--- src/rtl/pb_event_ctrl.sv ---
// pb_event_ctrl: push-button event/interrupt controller.
// Turns press edges into sticky pending flags. Provides mask, vector and
// auto-repeat registers on the 8-bit memory-mapped I/O bus.
module pb_event_ctrl #(
    parameter logic [7:0]  BASE         = 8'hf7,
    parameter logic [15:0] REPEAT_DELAY = 16'd50000,
    parameter logic [15:0] REPEAT_RATE  = 16'd12500
) (
    input  logic       clk,
    input  logic       rst_n,
    input  logic [7:0] addr,
    input  logic [7:0] wdata,
    input  logic       we,
    output logic [7:0] out,
    input  logic [4:0] btn,
    output logic       irq
);

    localparam int unsigned NB = 5;
    localparam int unsigned CW = 16;
    localparam int unsigned TW = 3;

    localparam logic [7:0] A_PEND = BASE;
    localparam logic [7:0] A_MASK = 8'(BASE + 8'd1);
    localparam logic [7:0] A_VEC  = 8'(BASE + 8'd2);
    localparam logic [7:0] A_CTRL = 8'(BASE + 8'd3);

    localparam logic [1:0] S_IDLE   = 2'd0;
    localparam logic [1:0] S_DELAY  = 2'd1;
    localparam logic [1:0] S_REPEAT = 2'd2;

    logic [NB-1:0] prev_q;
    logic [NB-1:0] pend_q;
    logic [NB-1:0] mask_q;
    logic          rep_en_q;
    logic [1:0]    state_q;
    logic [1:0]    state_d;
    logic [CW-1:0] cnt_q;
    logic [CW-1:0] cnt_d;
    logic [TW-1:0] trk_q;
    logic [TW-1:0] trk_d;

    logic [NB-1:0] rise_c;
    logic [NB-1:0] clr_c;
    logic [NB-1:0] rep_fire_c;
    logic [NB-1:0] pend_d;
    logic [NB-1:0] mask_d;
    logic [NB-1:0] active_c;
    logic [TW-1:0] rise_idx_c;
    logic [TW-1:0] vec_idx_c;
    logic [CW-1:0] limit_c;

    // Index of the lowest set bit; 0 when none is set.
    function automatic logic [TW-1:0] lowest_idx(input logic [NB-1:0] v);
        lowest_idx = '0;
        for (int i = NB - 1; i >= 0; i--) begin
            if (v[i]) lowest_idx = TW'(i);
        end
    endfunction

    // Edge detect, bus write decode and pending/mask next values.
    always_comb begin
        rise_c     = btn & ~prev_q;
        rise_idx_c = lowest_idx(rise_c);
        clr_c      = (we && addr == A_PEND) ? wdata[NB-1:0] : '0;
        pend_d     = (pend_q & ~clr_c) | rise_c | rep_fire_c;
        mask_d     = (we && addr == A_MASK) ? wdata[NB-1:0] : mask_q;
        active_c   = pend_q & mask_q;
        vec_idx_c  = lowest_idx(active_c);
        limit_c    = (state_q == S_DELAY) ? CW'(REPEAT_DELAY - 16'd1)
                                          : CW'(REPEAT_RATE - 16'd1);
    end

    // Auto-repeat next-state logic: track one held button and fire on schedule.
    always_comb begin
        state_d    = state_q;
        cnt_d      = cnt_q;
        trk_d      = trk_q;
        rep_fire_c = '0;
        case (state_q)
            S_IDLE: begin
                if (rep_en_q && rise_c != '0) begin
                    state_d = S_DELAY;
                    trk_d   = rise_idx_c;
                    cnt_d   = '0;
                end
            end
            S_DELAY, S_REPEAT: begin
                if (!rep_en_q) begin
                    state_d = S_IDLE;
                    cnt_d   = '0;
                end else if (rise_c != '0) begin
                    // a fresh press retargets the repeat to the new button
                    state_d = S_DELAY;
                    trk_d   = rise_idx_c;
                    cnt_d   = '0;
                end else if (!btn[trk_q]) begin
                    state_d = S_IDLE;
                    cnt_d   = '0;
                end else if (cnt_q == limit_c) begin
                    state_d           = S_REPEAT;
                    cnt_d             = '0;
                    rep_fire_c[trk_q] = 1'b1;
                end else begin
                    cnt_d = cnt_q + CW'(1);
                end
            end
            default: begin
                state_d = S_IDLE;
                cnt_d   = '0;
            end
        endcase
    end

    // State and register file update; buttons held through reset are absorbed into prev.
    always_ff @(posedge clk) begin
        if (!rst_n) begin
            prev_q   <= btn;
            pend_q   <= '0;
            mask_q   <= '0;
            rep_en_q <= 1'b0;
            state_q  <= S_IDLE;
            cnt_q    <= '0;
            trk_q    <= '0;
            irq      <= 1'b0;
        end else begin
            prev_q  <= btn;
            pend_q  <= pend_d;
            mask_q  <= mask_d;
            state_q <= state_d;
            cnt_q   <= cnt_d;
            trk_q   <= trk_d;
            irq     <= |active_c;
            if (we && addr == A_CTRL) rep_en_q <= wdata[0];
        end
    end

    // Read mux; zero outside the register window so it can be OR-combined.
    always_comb begin
        out = '0;
        case (addr)
            A_PEND:  out = {3'b000, pend_q};
            A_MASK:  out = {3'b000, mask_q};
            A_VEC:   out = (active_c != '0) ? {1'b1, 4'b0000, vec_idx_c} : 8'h00;
            A_CTRL:  out = {7'b0000000, rep_en_q};
            default: out = '0;
        endcase
    end

endmodule

--- config.mk ---
export PLATFORM = sky130hd
export DESIGN_NAME = pb_event_ctrl
export DESIGN_NICKNAME = d
export VERILOG_FILES = /design/src/rtl/pb_event_ctrl.sv
export SDC_FILE = /design/constraint.sdc
export NUM_CORES = 1
export LEC_CHECK = 0
export ABC_AREA = 1
export BUFFER_PORTS_ARGS = -buffer_cell sky130_fd_sc_hd__buf_4
export CORE_MARGIN = 3
export CORE_UTILIZATION = 55
export DETAILED_ROUTE_END_ITERATION = 7
export GPL_TIMING_DRIVEN = 0
export PLACE_DENSITY = 0.77
export SLEW_MARGIN = 10
export SYNTH_ARGS = -nofsm -noshare
export SYNTH_HDL_FRONTEND = slang
export SYNTH_SLANG_ARGS = --single-unit
--- constraint.sdc ---
create_clock -name clk -period 3.64 [get_ports clk]
set_input_delay 0.364 -clock clk [delete_from_list [all_inputs] [get_ports clk]]
set_output_delay 0.364 -clock clk [all_outputs]
set_load 0.005 [all_outputs]
---- Word level (Yosys, flattened, before mapping) ----
Cells that the tools add are included.
word-level totals
  register bits after elaboration ......... 38
  input port bits ......................... 24
  output and inout bits ................... 9
  logic and storage cells ................. 81
operators by class
  add/sub/neg operators ................... 1
  magnitude comparators ................... 2
  eq/ne operators ......................... 11
  multiplexer cells ....................... 39
  bitwise gates (word level) .............. 7
  reductions and logical operators ........ 13
operators with widths
  operator                                             number
  two-way mux 16 bit                                   6
  two-way mux 3 bit                                    13
  equality test 8 bit (second input constant)          4
  one-hot mux 16 bit (2 select lines)                  1
  one-hot mux 8 bit (4 select lines)                   1
  two-way mux 5 bit                                    6
  adder 16 x 1 -> 16 bit (second input constant)       1
  equality test 16 bit                                 1
  AND 5 bit                                            3
  two-way mux 2 bit                                    5
  NOT 5 bit                                            2
  bitwise OR 5 bit                                     2
  nonzero test 5 bit                                   2
  two-way mux 8 bit                                    1
  inequality test 2 bit (second input constant)        3
  one-hot mux 3 bit (2 select lines)                   1
  logical AND 1 bit                                    5
  inequality test 5 bit (second input constant)        1
  OR reduction 5 bit                                   1
  < comparator 3 x 4 -> 1 bit (second input constant)  1
  one-hot mux 2 bit (2 select lines)                   1
  AND reduction 4 bit                                  1
  binary-select mux 1 bit (select 3 bit)               1
  demux 1 bit (select 3 bit)                           1
  other kinds (8)                                      9

---- Longest topological paths before layout ----
Gate-level depths: netlist of the first run.
  word-level depth ........................ 10
  depth in mapped cells ................... 12
  depth with buffers taken out ............ 12

---- Least setup slack after synthesis of the first run ----
Ideal clock, no wire load.
  path kind ............................... register -> register
  from .................................... register state_q[0]
  to ...................................... register cnt_q[9]
  library setup time ...................... 62 ps
  arrival ................................. 1521 ps
  data required time ...................... 3578 ps
  setup slack ............................. 2057 ps
  cell stages (with the launch flop) ...... 12
  buffers on the path ..................... 1
  clock period less this slack ............ 1583 ps
  cells stage by stage .................... dfxtp_1 -> inv_1 -> ha_1 -> nand2_1 -> inv_1 -> nand4_1 -> nor2_4 -> nand2_2 -> nand2_4 -> nand2_4 -> buf_12 -> nor2_2
between the ends
  cells in the longest elaborated chain, start to end .. 8
  elaborated cells on any way between the ends .. 12
  those cells by class .................... eq/ne: 4; mux: 6; reduce/logical: 2
ends and longest elaborated chain
  element                              line    text
  start: declaration                   36      logic [1:0] state_q;
  start signal: assignment             130     state_q <= state_d;
  equality test 2 x 1 -> 1 bit         70, 80
  two-way mux 16 bit                   70      limit_c = (state_q == S_DELAY) ? CW'(REPEAT_DELAY - 16'd1)
  equality test 16 bit                 100     end else if (cnt_q == limit_c) begin
  two-way mux 16 bit                   100
  two-way mux 16 bit                   97      end else if (!btn[trk_q]) begin
  two-way mux 16 bit                   92      end else if (rise_c != '0) begin
  two-way mux 16 bit                   89      if (!rep_en_q) begin
  one-hot mux 16 bit (2 select lines)  80      case (state_q)
  end signal: assignment               131     cnt_q <= cnt_d;
  end: declaration                     38      logic [CW-1:0] cnt_q;
Several ways; a longest one is shown, not always the timed one.
A chain may end at the register's enable or synchronous reset.

---- Worst setup path in the final report of the first run ----
  from .................................... register pend_q[3]
  to ...................................... output port out[0]
between the ends
  cells in the longest elaborated chain, start to end .. 7
  elaborated cells on any way between the ends .. 8
  those cells by class .................... mux: 6; bitwise: 1; reduce/logical: 1
ends and longest elaborated chain
  element                               line  text
  start: declaration                    33    logic [NB-1:0] pend_q;
  start signal: assignment              128   pend_q <= pend_d;
  AND 5 bit *                           68    active_c = pend_q & mask_q;
  two-way mux 3 bit (4 in a row)        57    if (v[i]) lowest_idx = TW'(i);
  two-way mux 8 bit *                   144   A_VEC: out = (active_c != '0) ? {1'b1, 4'b0000, vec_idx_c} : 8'h00;
  one-hot mux 8 bit (4 select lines) *  141   case (addr)
  end: declaration                      14    output logic [7:0] out,
Every way passes the cells marked *; elsewhere a longest branch is shown, timed or not.

==> results of run 1 <==
cells in the mapped netlist (all sizes together):
master  number  share of area [%]
o21ai       17                3.9
o22ai        2               0.57
nor2        41                9.0
xor2         7                2.8
nor4         1               0.29
a21oi       24                5.5
nand3       24                5.7
dfxtp       38                 35
a21boi       3                1.0
and3         1               0.29
o221ai       2               0.80
clkbuf       2               0.40
o21bai       1               0.34
or2          3               0.86
inv         54                9.3
conb         1               0.17
nor3b        1               0.34
nand4       14                4.0
nor3         6                1.4
a31oi        1               0.29
ha           4                2.3
nand2       73                 14
buf          4                1.8
power groups by stage:
stage	Clock, µW	Combinational [µW]	Sequential (µW)
6_report	310	301	463
5_1_grt	329	342	468
4_1_cts	317	304	463
3_5_place_dp	0	303	473
3_3_place_gp	0	291	473
2_1_floorplan	0	227	469
metal layers:
layer,track usage (%),wire (µm),vias up
met5,0,0,-
met4,9.73,58,0
met3,4.21,193,5
met2,42.1,2530,39
met1,27.4,2180,963
li1,-,-,1115
flip-flops by register name, indices dropped and copies added, names as in the netlist:
signal	cells
trk_q	3
irq	1
mask_q	5
rep_en_q	1
prev_q	5
pend_q	5
cnt_q	16
state_q	2
per-stage QoR:
stage	area [µm²]	hold slack [ns]	std cells
after floorplan	2180	0.392	325
after global placement	2450	0.454	400
after detailed placement	2450	0.466	400
after CTS	2540	0.180	408
after global routing	2540	0.183	408
final	2540	0.185	408
worst max-delay path: stages, from the launching register on:
cell,delay (ns)
dfxtp_1,0.36
inv_1,0.06
o21ai_0,0.20
nor2_1,0.10
a21oi_1,0.20
a31oi_1,0.10
o21ai_0,0.09
buf_4,0.14
cell type report:
cell class              count  area (µm²)  area share (%)
clock buffers               6        82.6            3.25
well taps                  48        60.1            2.36
flip-flops and latches     38         761            29.9
clock inverters             2        12.5           0.492
inverters                  54         203            7.97
repair buffers             27         203            7.97
multi-input cells         227        1170            46.1
plain buffers               6        48.8            1.92
logic make-up after synthesis:
logic type	synth area share, %
DFF	34.9
AOI/OAI and AO/OA	12.5
adders and majority gates	2.29
and+or+nand+nor	35.9
xor gates and xnor gates	2.81
buffers and inverters	11.5
other	0.172
final timing paths:
path | endpoint | slack, ns | cells past startpoint | start
setup / recovery | out[0] | 1.73 | 7 | pend_q[3]$_SDFF_PN0_
hold / removal | prev_q[0]$_DFF_P_ | 0.18 | 1 | btn[0]
setup reg to reg | cnt_q[9]$_SDFFE_PN0P_ | 1.82 | 11 | state_q[0]$_SDFFE_PN0P_
hold reg to reg | mask_q[1]$_SDFFE_PN0P_ | 0.48 | 2 | mask_q[1]$_SDFFE_PN0P_
==> impl_results.md, run 1 <==
* Status: finished, final reports clean
* Inserted Clock Buffers at 5
* Mapped Area at 2180 µm²
* Final WS setup at 1.73 ns
* DRT Pass-1 Iters at 4
* Worst Skew at 0.0108 ns
* Switching portion of total power at 33.9%
* CP Launch Type: flip-flop
* Max-cap violations at 0
* Post-synthesis instance total at 324
* CTS Hold Bufs at 0
* Port buffer count at 27
* 1st-iter DRT viols at 188
* Final hold viol count at 0
* Largest net degree at the start of global routing at 13
* Final #Nets at 387
* Synth unique cells at 34
* Initial antenna violation count at 0
* Root Driver: clkbuf_8
* Clk network pwr share at 28.8%
* Power Density at 423 nW/µm²
* Worst Path Required at 3.28 ns
* Commonest non-fill, non-tap cell in the layout: nand2_1
* Global route overflow at 0
* Routed WL per cell at 12.1 µm
* LEAKAGE at 0.00115 µW
* ANT nets after route at 0
* Post-route clock period utilization at 52.4%
* Core area at 3740 µm²
* First-pass GRT wire length at 8410 µm
* Post-Route Utilization at 67.9%
* DR vias at 2122
* Int Power at 711 µW
* DP HPWL at 3790 µm
* Inserted Diodes at 0
* Total chip power at 1070 µW
* CP Max Fanout at 3
* Slew @ Worst Pin at 0.496 ns
* Clock Path Buffers at 2
* Fin Setup TNS at 0 ns
* GP Congestion at 0.914
* Sequential power share at 43.1%
* Pre-CTS setup slack at 1.78 ns
* Syn_area_per_cell at 6.73 µm²
* Max VDD drop at 285 µV
* Num rows at 22
* Clock-pin slew on the worst setup and hold paths at 0.08 ns
* Starting Density at 58.3%
* Io pins at 33
* CTS tree: built
* DIE WIDTH at 69.0 µm
* H-tree levels at 2
* Resized Gates After CTS at 0
* Area Growth Syn to Fin at 16.6%
* Filler instances at 353
* CP Class: flip-flop to output port
* Total Wirelength at 4950 µm
* NetSw at 364 µW
* Logic gate share of total power at 28.0%
* Worst skew pair latency at 0.30 ns
* RSZ-0062 raised after global routing: false
* CP endpoint kind: output port
* Ys Warns at 0
* DRC at 0
* Crit path DAT at 1.54 ns
* DIE HEIGHT at 69.0 µm
* CTS Sinks at 38
* Vias in the first global route at 1946
* Register bit total from synthesis at 38
* Die area at 4760 µm²
* Most frequent cells in the layout: 67 x nand2_1, 51 x inv_1, 38 x dfxtp_1, 29 x buf_4, 28 x nor2_1
* Worst slew slack as a fraction of its limit at 66.6%
* Setup Buffers After CTS at 0
* Final setup violation count at 0
* Sequential fraction of the synthesis area at 34.9%
* Max Fclk at 524 MHz
* Vias per cell at 5.20
* Final worst path period need at 1.91 ns
* Total track usage at 23.6%
* Fraction of layout instances using a drive strength above 1 at 17.8%
* Worst hold-check path type: input pin to flip-flop
* Pins over their slew limit at 0
No activity file was read; power rests on OpenSTA's default activity.
==> run 2, diff against run 1 <==
==> constraint.sdc (replaced) <==
create_clock -name clk -period 1.8 [get_ports clk]
set_input_delay 0.18 -clock clk [delete_from_list [all_inputs] [get_ports clk]]
set_output_delay 0.18 -clock clk [all_outputs]
set_load 0.005 [all_outputs]
==> impl_results.md, run 2 (synthesis results as in run 1) <==
* Status: finished, final reports clean
* Hold Startpoint: btn[2]
* Clk network pwr share at 27.6% (-1.2 points)
* Vias per cell at 5.29 (+1.6%)
* DRC at 0 (unchanged)
* Largest net degree at the start of global routing at 13 (unchanged)
* 1st-iter DRT viols at 161 (-14%)
* Pins over their slew limit at 0 (unchanged)
* Crit-path slowest cell: dfxtp_1
* Root Driver: clkbuf_8
* Critical R2R Launch: cnt_q[8]$_SDFFE_PN0P_
* Starting Density at 58.3% (unchanged)
* CP Launch Type: flip-flop
* Num rows at 22 (unchanged)
* ANT nets after route at 0 (unchanged)
* Inserted Diodes at 0 (unchanged)
* Power Density at 862 nW/µm² (+100%)
* Vias in the first global route at 1982 (+1.8%)
* Largest register FFs at 16 (unchanged)
* Final worst path period need at 1.66 ns
* Commonest non-fill, non-tap cell in the layout: nand2_1
* Multi-input gate area at 1210 µm² (+3.6%)
* H-tree levels at 2 (unchanged)
* Area Growth Syn to Fin at 21.5%
* Final setup violation count at 0 (unchanged)
* Crit. Startpoint: cnt_q[8]$_SDFFE_PN0P_
* Buf+Inv Stages, Crit Path at 2 (unchanged)
* Io pins at 33 (unchanged)
* Largest reg by FF count: cnt_q
* DRT Pass-1 Iters at 7 (+3)
* Worst hold-check path type: input pin to flip-flop
* Final WS setup at 0.137 ns (-1.59 ns)
* CP Max Fanout at 10 (+7)
* DIE WIDTH at 69.0 µm (unchanged)
* Final #Nets at 394 (+1.8%)
* Storage cell area at 763 µm² (+0.33%)
* Sequential power share at 41.4% (-1.7 points)
* Clock Path Buffers at 2 (unchanged)
* Global route overflow at 0 (unchanged)
* Switching portion of total power at 33.9% (+0.070 points)
* Slew @ Worst Pin at 0.504 ns (+0.00836 ns)
* Max Fclk at 601 MHz
* Total track usage at 24.0% (+0.44 points)
* CTS Sinks at 38 (unchanged)
* CTS tree: built
* Int Power at 1510 µW (+110%)
* Final hold viol count at 0 (unchanged)
* DR vias at 2194 (+3.4%)
* Pre-CTS setup slack at 0.000751 ns (-1.78 ns)
* First-pass GRT wire length at 8560 µm (+1.7%)
* DIE HEIGHT at 69.0 µm (unchanged)
* Fin Setup TNS at 0 ns (unchanged)
* Max-cap violations at 0 (unchanged)
* Top delay family on crit path: simple AND/OR/NAND/NOR gates
* DP HPWL at 3790 µm (unchanged)
* NetSw at 775 µW (+110%)
* Crit path DAT at 1.84 ns (+0.30 ns)
* Post-route clock period utilization at 92.4%
* Total Wirelength at 5110 µm (+3.1%)
* Clock-pin slew on the worst setup and hold paths at 0.08 ns (about the same)
* Logic gate share of total power at 31.0% (+3.0 points)
* CP Class: flip-flop to flip-flop
* Core area at 3740 µm² (unchanged)
* CP Cell Sequence: clkbuf_2, or2_1, nor2_1, nand3_1, nand2_1, nand3_2, nand2_2, nand2_4, nand2_8, buf_12, nor2_2
* Initial antenna violation count at 0 (unchanged)
* Worst Skew at 0.00932 ns (-0.00148 ns)
* Worst slew slack as a fraction of its limit at 66.0% (-0.56 points)
* Most frequent cells in the layout: 66 x nand2_1, 49 x inv_1, 36 x dfxtp_1, 32 x buf_4, 27 x nor2_1
* Die area at 4760 µm² (unchanged)
* Total chip power at 2280 µW (+110%)
* Filler instances at 346 (-2.0%)
* Worst skew pair latency at 0.30 ns (about the same)
* Port buffer count at 27 (unchanged)
* Max VDD drop at 578 µV (+100%)
* CP endpoint kind: flip-flop
* Worst path max stage delay at 0.30 ns (-0.06 ns)
* LEAKAGE at 0.00118 µW (+2.7%)
* Worst Path Required at 1.98 ns (-1.30 ns)
* GP Congestion at 0.914 (unchanged)
* Fraction of layout instances using a drive strength above 1 at 21.3% (+3.5 points)
* Routed WL per cell at 12.3 µm (+1.3%)
* Inserted Clock Buffers at 5 (unchanged)
[run 2: worst register-to-register path, stage by stage (launching register included)]
cell and delay [ns]:
dfxtp_1 0.30, clkbuf_2 0.15, or2_1 0.25, nor2_1 0.11
nand3_1 0.09, nand2_1 0.09, nand3_2 0.09, nand2_2 0.10
nand2_4 0.09, nand2_8 0.09, buf_12 0.15, nor2_2 0.04
[run 2: path summary, 6_finish.rpt]
| path | endpoint | slack (ns) | depth (start not counted) |
|---|---|---|---|
| worst max-delay path | cnt_q[1]$_SDFFE_PN0P_ | 0.14 | 11 |
| worst max register to register | cnt_q[1]$_SDFFE_PN0P_ | 0.14 | 11 |
| worst min-delay path | prev_q[2]$_DFF_P_ | 0.002 | 1 |
| worst min register to register | cnt_q[0]$_SDFFE_PN0P_ | 0.48 | 2 |
[run 2: power by group through the flow]
stage                     Combinational [µW]  Clock, µW  Sequential [µW]
after floorplan                          458          0              947
after CTS                                621        642              937
final                                    708        631              945
after detailed placement                 612          0              956
after global routing                     801        665              955
after global placement                   588          0              956
[run 2: layer usage]
layer | track usage, % | wire length, µm | vias up
met4 | 9.73 | 77 | 0
li1 | - | - | 1128
met3 | 4.21 | 253 | 10
met5 | 0 | 0 | -
met1 | 27.8 | 2170 | 1000
met2 | 43.2 | 2610 | 56
[run 2: repair_timing]
| action | in CTS | in global routing |
|---|---|---|
| buffers inserted | 1 | 2 |
| gates resized for setup | 0 | 13 |
| setup endpoints to repair | 10 | 14 |
| hold buffers | 4 | 0 |
| pin swaps | 1 | 3 |
| hold endpoints to repair | 4 | 0 |
[run 2: cell type report]
type	count	area share, %
Multi-Input combinational cell	227	45.8
Sequential cell	38	28.8
Timing Repair Buffer	34	10.0
Inverter	54	7.65
Clock buffer	6	3.12
Tap cell	48	2.27
Buffer	6	1.84
Clock inverter	2	0.472
[run 2: stage by stage]
stage | cell area (µm²) | hold WS [ns] | std cells | utilization (%)
after floorplan | 2180 | 0.208 | 325 | -
after global placement | 2450 | 0.303 | 400 | 65.4
after detailed placement | 2450 | 0.304 | 400 | 65.4
after CTS | 2590 | 0.0000600 | 413 | 69.2
after global routing | 2650 | 0.00282 | 415 | 70.8
final | 2650 | 0.00219 | 415 | 70.8
==> run 3, diff against run 2 <==
--- a/config.mk
+++ b/config.mk
@@ -8,11 +8,12 @@
 export ABC_AREA = 1
 export BUFFER_PORTS_ARGS = -buffer_cell sky130_fd_sc_hd__buf_4
 export CORE_MARGIN = 3
-export CORE_UTILIZATION = 55
+export CORE_UTILIZATION = 56
 export DETAILED_ROUTE_END_ITERATION = 7
 export GPL_TIMING_DRIVEN = 0
-export PLACE_DENSITY = 0.77
+export PLACE_DENSITY = 0.79
 export SLEW_MARGIN = 10
 export SYNTH_ARGS = -nofsm -noshare
 export SYNTH_HDL_FRONTEND = slang
 export SYNTH_SLANG_ARGS = --single-unit
+export TNS_END_PERCENT = 50
==> impl_results.md, run 3 (synthesis results as in run 1) <==
* Status: finished, final reports clean
* DR vias at 2167 (-1.2%)
* Total Wirelength at 5040 µm (-1.3%)
* CP endpoint kind: flip-flop
* Worst Skew at 0.00405 ns (-0.00527 ns)
* Largest net degree at the start of global routing at 12 (-1)
* H-tree levels at 2 (unchanged)
* Post-Route Utilization at 71.7% (+0.93 points)
* CTS Sinks at 38 (unchanged)
* Pins over their slew limit at 0 (unchanged)
* DP HPWL at 3710 µm (-2.1%)
* Grt met3 use at 4.11% (-0.11 points)
* Max Fclk at 602 MHz (about the same)
* Worst Path Required at 1.99 ns (about the same)
* ANT nets after route at 0 (unchanged)
* GP Congestion at 0.953 (+4.3%)
* Crit-path slowest cell: dfxtp_1
* Post-route clock period utilization at 92.4% (about the same)
* Slew @ Worst Pin at 0.487 ns (-0.0172 ns)
* Global route overflow at 0 (unchanged)
* Placed cell areas at 2450 µm² (unchanged)
* Most used cell, CP: nand2_4
* Buf+Inv Stages, Crit Path at 2 (unchanged)
* Die area at 4680 µm² (-1.6%)
* Hold Startpoint: btn[2]
* GRT busiest layer: met2
* Power Density at 886 nW/µm² (+2.8%)
* Vias in the first global route at 1907 (-3.8%)
* GR Layer Usage met1 at 27.3% (-0.51 points)
* CP Cell Sequence: clkbuf_2, or2_1, nor2_1, nand3_1, nand2_1, nand3_2, nand2_2, nand2_4, nand2_4, buf_12, nor2_2
* DIE WIDTH at 68.4 µm (-0.82%)
* Post-route cell area at 2670 µm² (+0.57%)
* DRT Pass-1 Iters at 4 (-3)
* Hold Slack at 0.0105 ns (+0.00830 ns)
* Vias per cell at 5.25 (-0.75%)
* CP Max Fanout at 10 (unchanged)
* Num rows at 22 (unchanged)
* Total track usage at 23.1% (-0.91 points)
* Final setup violation count at 0 (unchanged)
* Commonest non-fill, non-tap cell in the layout: nand2_1
* Largest reg by FF count: cnt_q
* DIE HEIGHT at 68.4 µm (-0.82%)
* Worst slew slack as a fraction of its limit at 67.2% (+1.2 points)
* Routed WL per cell at 12.2 µm (-0.79%)
* Met2 GRT Util at 41.0% (-2.2 points)
* Final Non-Filler Cells at 413 (-0.48%)
* Starting Density at 58.7% (+0.43 points)
* Clock-pin slew on the worst setup and hold paths at 0.07 ns (about the same)
* DRC at 0 (unchanged)
* Critical R2R Launch: cnt_q[8]$_SDFFE_PN0P_
* Core area at 3720 µm² (-0.74%)
* Largest register FFs at 16 (unchanged)
* Io pins at 33 (unchanged)
* RSZ-0062 raised after global routing: false
* 1st-iter DRT viols at 198 (+23%)
* Crit path DAT at 1.85 ns (about the same)
* Worst path max stage delay at 0.30 ns (about the same)
* Top delay family on crit path: simple AND/OR/NAND/NOR gates
* Max-cap violations at 0 (unchanged)
* CP Launch Type: flip-flop
* Worst hold-check path type: input pin to flip-flop
* CTS tree: built
* CP Class: flip-flop to flip-flop
* Final #Nets at 392 (-0.51%)
* Initial antenna violation count at 0 (unchanged)
* Worst skew pair latency at 0.29 ns (about the same)
* Clock Path Buffers at 2 (unchanged)
* Max VDD drop at 648 µV (+12%)
* Final hold viol count at 0 (unchanged)
* Most frequent cells in the layout: 64 x nand2_1, 50 x inv_1, 36 x dfxtp_1, 30 x buf_4, 26 x nor2_1
* Final worst path period need at 1.66 ns (-0.000806 ns)
* Inserted Clock Buffers at 5 (unchanged)
* Fraction of layout instances using a drive strength above 1 at 21.1% (-0.16 points)
* First-pass GRT wire length at 8110 µm (-5.2%)
* Inserted Diodes at 0 (unchanged)
* Area Growth Syn to Fin at 22.2%
* Root Driver: clkbuf_8
* Port buffer count at 27 (unchanged)
* Cell total after placement at 400 (unchanged)
* Fin Setup TNS at 0 ns (unchanged)
* Crit. Startpoint: cnt_q[8]$_SDFFE_PN0P_
* LEAKAGE at 0.00119 µW (about the same)
## run 3: layer usage
layer	part of all wire, %	vias up
li1	-	1116
met2	51	46
met5	0	-
met3	3.3	10
met4	1.8	0
met1	43	995
## run 3: final cells by class
type / count / area, µm²
flip-flops and latches: 38 / 763
fillers: 335 / 1050
clock buffers: 7 / 76.3
clock inverters: 1 / 30.0
repair buffers: 32 / 250
inverters: 54 / 203
multi-input cells: 227 / 1230
plain buffers: 6 / 55.1
well taps: 48 / 60.1
## run 3: what timing repair did
action                                  4_1_cts  5_1_grt
hold buffers                                  4        0
endpoints found under the hold margin         4        0
gates resized for setup                       1       18
endpoints found under the setup margin       10       19
pin swaps                                     1        3
buffers inserted                              1        0
## run 3: final timing paths
path | cells after the start | slack, ns | to
worst max-delay path | 11 | 0.14 | cnt_q[12]$_SDFFE_PN0P_
worst min-delay path | 1 | 0.01 | prev_q[2]$_DFF_P_
worst max register to register | 11 | 0.14 | cnt_q[12]$_SDFFE_PN0P_
worst min register to register | 2 | 0.47 | mask_q[0]$_SDFFE_PN0P_
## run 3: report_power, final
| part | internal, µW | switching (µW) |
|---|---|---|
| registers | 903 | 55.4 |
| clock network | 415 | 300 |
| logic | 290 | 398 |
## run 3: metrics by stage
step	setup slack [ns]	power, µW
after floorplan	0.217	1410
after global placement	0.0520	1540
after detailed placement	0.0110	1570
after CTS	0.0175	2290
after global routing	0.00678	2490
final	0.138	2360
